### config.mk
export PLATFORM = sky130hd
export DESIGN_NAME = if_id_control
export DESIGN_NICKNAME = d
export VERILOG_FILES = /design/src/rtl/if_id_control.sv
export SDC_FILE = /design/constraint.sdc
export NUM_CORES = 1
export LEC_CHECK = 0
export ABC_CLOCK_PERIOD_IN_PS = 2600
export BUFFER_PORTS_ARGS = -buffer_cell sky130_fd_sc_hd__buf_2
export CAP_MARGIN = 10
export CORE_MARGIN = 1.5
export CORE_UTILIZATION = 42
export CTS_BUF_LIST = sky130_fd_sc_hd__clkbuf_16
export CTS_CLUSTER_SIZE = 20
export DETAILED_ROUTE_END_ITERATION = 8
export PLACE_DENSITY = 0.78
export SKIP_LAST_GASP = 1
export SLEW_MARGIN = 20
export SYNTH_ARGS = -nofsm -noshare
export SYNTH_HDL_FRONTEND = slang
export SYNTH_SLANG_ARGS = --single-unit
### constraint.sdc
create_clock -name clk -period 2.6 [get_ports clk]
set_input_delay 0.13 -clock clk [delete_from_list [all_inputs] [get_ports clk]]
set_output_delay 0.13 -clock clk [all_outputs]
set_load 0.03 [all_outputs]
### src/rtl/if_id_control.sv
// IF/ID pipeline register with the front-end control unit.
// Decodes beq/bne/j/jal/jr in ID, drives the fetch redirect controls,
// raises hold on data hazards against ID-resolved control flow and on
// load-use, squashes the wrong-path slot when DELAY_SLOT = 0, and keeps
// saturating stall/flush counters for debug.
module if_id_control #(
  parameter bit DELAY_SLOT = 1'b0,
  parameter int CNT_W      = 16
) (
  input  logic             clk,
  input  logic             rst,
  input  logic [31:0]      instruction,
  input  logic [9:0]       PC,
  input  logic [9:0]       PCPlus1,
  input  logic [31:0]      rsData,
  input  logic [31:0]      rtData,
  input  logic             ex_regWrite,
  input  logic             ex_memRead,
  input  logic [4:0]       ex_rd,
  input  logic             mem_memRead,
  input  logic [4:0]       mem_rd,
  output logic             PCsrc,
  output logic             jump,
  output logic             jr,
  output logic [9:0]       jaddress,
  output logic [9:0]       adderResult,
  output logic [9:0]       reg1Addr,
  output logic             hold,
  output logic [31:0]      id_instruction,
  output logic [9:0]       id_PC,
  output logic [9:0]       id_PCPlus1,
  output logic             id_valid,
  output logic             id_bubble,
  output logic [CNT_W-1:0] stall_cnt,
  output logic [CNT_W-1:0] flush_cnt
);

  localparam logic [5:0] OP_RTYPE = 6'h00;
  localparam logic [5:0] OP_J     = 6'h02;
  localparam logic [5:0] OP_JAL   = 6'h03;
  localparam logic [5:0] OP_BEQ   = 6'h04;
  localparam logic [5:0] OP_BNE   = 6'h05;
  localparam logic [5:0] OP_SW    = 6'h2B;
  localparam logic [5:0] FN_JR    = 6'h08;
  localparam logic [CNT_W-1:0] CNT_MAX = '1;

  logic [31:0]      r_instr;
  logic [9:0]       r_pc;
  logic [9:0]       r_pcp1;
  logic             r_valid;
  logic [CNT_W-1:0] r_stall_cnt;
  logic [CNT_W-1:0] r_flush_cnt;

  logic [5:0] w_op;
  logic [5:0] w_funct;
  logic [4:0] w_rs;
  logic [4:0] w_rt;
  logic       w_is_beq;
  logic       w_is_bne;
  logic       w_is_j;
  logic       w_is_jr;
  logic       w_is_ctl;
  logic       w_uses_rt;
  logic       w_load_use;
  logic       w_ex_ctl_haz;
  logic       w_mem_ctl_haz;
  logic       w_hold;
  logic       w_taken;
  logic       w_redirect;

  // Decode of the ID instruction; everything is gated by id_valid so a
  // bubble can never redirect or stall.
  always_comb begin
    w_op      = r_instr[31:26];
    w_funct   = r_instr[5:0];
    w_rs      = r_instr[25:21];
    w_rt      = r_instr[20:16];
    w_is_beq  = r_valid && (w_op == OP_BEQ);
    w_is_bne  = r_valid && (w_op == OP_BNE);
    w_is_j    = r_valid && ((w_op == OP_J) || (w_op == OP_JAL));
    w_is_jr   = r_valid && (w_op == OP_RTYPE) && (w_funct == FN_JR);
    w_is_ctl  = w_is_beq || w_is_bne || w_is_jr;
    w_uses_rt = (w_op == OP_RTYPE) || (w_op == OP_BEQ) ||
                (w_op == OP_BNE) || (w_op == OP_SW);
  end

  // Hazard detection: register 0 is excluded; branches compare rs and rt,
  // jr only reads rs.
  always_comb begin
    w_load_use    = r_valid && ex_memRead && (ex_rd != 5'd0) &&
                    ((ex_rd == w_rs) || (w_uses_rt && (ex_rd == w_rt)));
    w_ex_ctl_haz  = w_is_ctl && ex_regWrite && (ex_rd != 5'd0) &&
                    ((ex_rd == w_rs) ||
                     ((w_is_beq || w_is_bne) && (ex_rd == w_rt)));
    w_mem_ctl_haz = w_is_ctl && mem_memRead && (mem_rd != 5'd0) &&
                    ((mem_rd == w_rs) ||
                     ((w_is_beq || w_is_bne) && (mem_rd == w_rt)));
    w_hold        = w_load_use || w_ex_ctl_haz || w_mem_ctl_haz;
  end

  // Redirect controls; a stall always wins over a redirect.
  always_comb begin
    w_taken     = (w_is_beq && (rsData == rtData)) ||
                  (w_is_bne && (rsData != rtData));
    PCsrc       = !w_hold && w_taken;
    jump        = !w_hold && (w_is_j || w_is_jr);
    jr          = !w_hold && w_is_jr;
    w_redirect  = PCsrc || jump;
    jaddress    = r_valid ? r_instr[9:0] : 10'd0;
    adderResult = r_valid ? (r_pcp1 + r_instr[9:0]) : 10'd0;
    reg1Addr    = r_valid ? rsData[9:0] : 10'd0;
    hold        = w_hold;
    id_bubble   = w_hold;
  end

  // IF/ID register: hold freezes it, a redirect squashes the slot unless
  // the delay slot is architectural.
  always_ff @(posedge clk) begin
    if (rst) begin
      r_instr <= 32'd0;
      r_pc    <= 10'd0;
      r_pcp1  <= 10'd0;
      r_valid <= 1'b0;
    end else if (!w_hold) begin
      r_pc   <= PC;
      r_pcp1 <= PCPlus1;
      if (w_redirect && !DELAY_SLOT) begin
        r_instr <= 32'd0;
        r_valid <= 1'b0;
      end else begin
        r_instr <= instruction;
        r_valid <= 1'b1;
      end
    end
  end

  // Saturating debug counters for hold cycles and squashes.
  always_ff @(posedge clk) begin
    if (rst) begin
      r_stall_cnt <= '0;
      r_flush_cnt <= '0;
    end else begin
      if (w_hold && (r_stall_cnt != CNT_MAX))
        r_stall_cnt <= r_stall_cnt + 1'b1;
      if (w_redirect && !DELAY_SLOT && (r_flush_cnt != CNT_MAX))
        r_flush_cnt <= r_flush_cnt + 1'b1;
    end
  end

  assign id_instruction = r_instr;
  assign id_PC          = r_pc;
  assign id_PCPlus1     = r_pcp1;
  assign id_valid       = r_valid;
  assign stall_cnt      = r_stall_cnt;
  assign flush_cnt      = r_flush_cnt;

endmodule

==> flow_summary.toml <==
[clock_network]
insertion_delay_ns = 0.34
cts_buffer_depth = 2
h-tree-depth = 3
cts_tree = "done"
cts.reportedPaths.clkPinSlew_ns = 0.06
numCtsBuffers = 9
clockRootBuffer = "clkbuf_16"
clkSinkCount = 85

[global_route]
antenna_found_initial = 1
grt_use_total = 0.2671
grt_pass1_vias = 4948
grt_max_degree = 33
grt_overflow = 0
grt_pass1_wl_mm = 24.81

[place]
dp_hpwl_mm = 11.99
io_buffers = 250
placed_area_mm2 = 0.006695
gp_congestion = 0.8772

[power_and_ir_drop]
power.leakage_uw = 0.003560
ir_worst_vdd_uv = 425.8
power_density_mw_per_mm2 = 472.9

[routing]
detail_route.wl_per_cell_um = 16.80
remaining_drc_errors = 0
num_vias = 5376
postRouteWirelength_mm = 16.97
drt_iter0_drc = 322
vias_per_cell = 5.323
dr.pass1.iters = 4
antenna_left = 0

[layout]
drive_gt1_frac = 0.4821
areaGrowthSynthToFinish_pct = 57.22
finalNetCount = 1003
design_area_mm2 = 0.007605

[floorplan]
start_util = 0.4273
io_pins = 251
die_h_um = 110.3
die_w_um = 110.3
dieArea_mm2 = 0.01217
rows = 39
core_area_mm2 = 0.01132

[synthesis]
synth_seq_area_share = 0.3518
synth_cell_types = 57
ys.flop_type = "dfxtp_1"
synth_edf_count = 0
synth_largest_area_cell = "dfxtp_1"
async_reset_ff_frac = 0
synthCells = 551
netlist_area_mm2 = 0.004837
syn_nets = 694
synth_top_cells_by_area = "dfxtp_1 (35%), xor2_1 (7.8%), a22o_1 (5.8%)"
yosysTopAreaCellShare = 0.3518
ys_ff_latch = 85
avgSynthCellArea_um2 = 8.779
ys_warn_count = 0

[min_path]
hold_path_class = "in -> reg"

[timing]
setup_violations = 34
drv_slew = 0
period_needed_ns = 2.628
timing.hold.ws_ns = 0.004029
hold_violations = 0
worst_slew_pin_slew_ns = 0.6199
fin_worst_skew_ns = 0.006377
maxSlewHeadroom = 0.5868
fmax_mhz = 380.5
fin_crit_sh = 1.011
rsz0062_at_grt = "yes"
setup_slack_ns = -0.02795

[outcome]
outcome = "finished, violations left"
violations = "negative setup slack"

[worst_setup_path]
crit_type = "reg -> reg"
cp.required_ns = 2.83
worstPathMaxFanout = 16
crit_path_end_kind = "flip-flop"
crit_arrival_ns = 2.86
start_kind = "flip-flop"

[flow_run]
cap_violations = 0
critical path, cell delays in order (launching register included):
cell     delay [ns]
dfxtp_4        0.34
or4b_4         0.57
nor2_4         0.11
nand2_1        0.06
or4_4          0.42
and3_4         0.23
buf_8          0.15
nor3b_4        0.18
buf_6          0.21
a22o_1         0.24
area by class of cell:
| type | instances | area (um^2) |
|---|---|---|
| Inverter | 5 | 26.28 |
| Clock buffer | 9 | 225.2 |
| Tap cell | 143 | 178.9 |
| Timing Repair Buffer | 330 | 2076 |
| Sequential cell | 85 | 1734 |
| Multi-Input combinational cell | 429 | 3276 |
| Antenna cell | 2 | 5.005 |
| Clock inverter | 7 | 83.83 |
| Fill cell | 954 | 3716 |
cells in the mapped netlist, types with 2 or more instances:
cell,instances
buf_4,3
nor4_1,16
a2111oi_0,2
inv_1,4
xor2_1,43
o21bai_1,2
a21oi_1,36
nand2b_1,3
ha_1,11
or4b_1,2
or2_2,3
nor4b_1,2
or4_1,7
nand2_1,54
nand4_1,9
nor2_1,35
a311oi_1,2
dfxtp_1,85
nor3_1,10
mux2_1,7
nor4_2,7
a21o_1,2
o2111ai_1,3
and3_1,8
a22o_1,32
or3_1,2
o21ai_0,6
and2_1,32
o41ai_1,2
nor2b_1,22
clkbuf_1,16
mux2_2,13
o31ai_1,4
xnor2_1,19
buf_2,10
nand3_1,16
timing repair:
action | 4_1_cts | 5_1_grt
hold endpoints to repair | 10 | 0
setup endpoints to repair | 31 | 91
resized for setup | 44 | 37
gates cloned | 3 | 2
hold buffers | 10 | 0
pin swaps | 23 | 13
setup buffers | 10 | 6
layer usage:
layer,up-vias,share of wire,track usage
met5,-,0,0
met4,0,0.040,0.1612
met3,49,0.071,0.05879
met2,220,0.50,0.4519
met1,2524,0.39,0.3071
li1,2583,-,-
registers in the layout, indices dropped and copies added, names as in the netlist:
signal	flops
id_valid	1
id_PCPlus1	10
id_PC	10
stall_cnt	16
id_instruction	32
flush_cnt	16
kinds of logic (layout without fill, tap and decap cells):
group	Yosys count	in the layout	share of synthesized area
AOI/OAI and AO/OA	97	97	0.1410
xor gates and xnor gates	62	62	0.1123
adders and majority gates	12	12	0.03259
buffers and inverters	37	351	0.03750
DFF	85	85	0.3518
muxes	21	21	0.04863
other	0	2	0
and+or+nand+nor	237	237	0.2763
placed cells by master, fill, tap and decap left out, types with 8 or more instances in the layout:
cell type,synthesis,layout
buf_2,10,241
dfxtp_1,85,73
buf_4,3,59
nand2_1,54,54
xor2_1,43,43
nor2_1,35,33
and2_1,32,32
a22o_1,32,32
a21oi_1,36,28
nor2b_1,22,21
xnor2_1,19,18
nand3_1,16,16
mux2_2,13,11
nor4_4,1,10
ha_1,11,10
clkbuf_16,0,10
dlygate4sd3_1,0,10
nand4_1,9,9
nor4_1,16,9
buf_6,1,9
a21oi_2,0,8
metrics by stage:
step	std cells	setup WS [ns]	setup TNS (ns)	total power (uW)	utilization
global route	1009	-0.1358	-4.020	3739	0.6715
floorplan	551	-0.09034	-0.1349	1884	-
finish	1010	-0.02795	-0.4443	3597	0.6718
CTS	1001	-0.1421	-5.525	3570	0.6563
global placement	963	-0.1886	-6.537	2183	0.5914
detailed placement	963	-0.2338	-5.707	2194	0.5914
where the power goes:
part	total, uW	switching [uW]	internal [uW]	leakage [uW]
registers	1410	54.4	1360	0.000704
logic	832	472	360	0.00270
clock network	1350	525	830	0.000155
worst paths after layout:
kind | startpoint | endpoint | slack (ns) | cells after the start
min reg2reg | id_PC[1] | id_PC[1] | 0.45 | 2
max reg2reg | id_instruction[30] | id_instruction[13] | -0.03 | 9
max | id_instruction[30] | id_instruction[13] | -0.03 | 9
min | instruction[7] | id_instruction[7] | 0.004 | 2
Power figures use the tool's default switching activity.
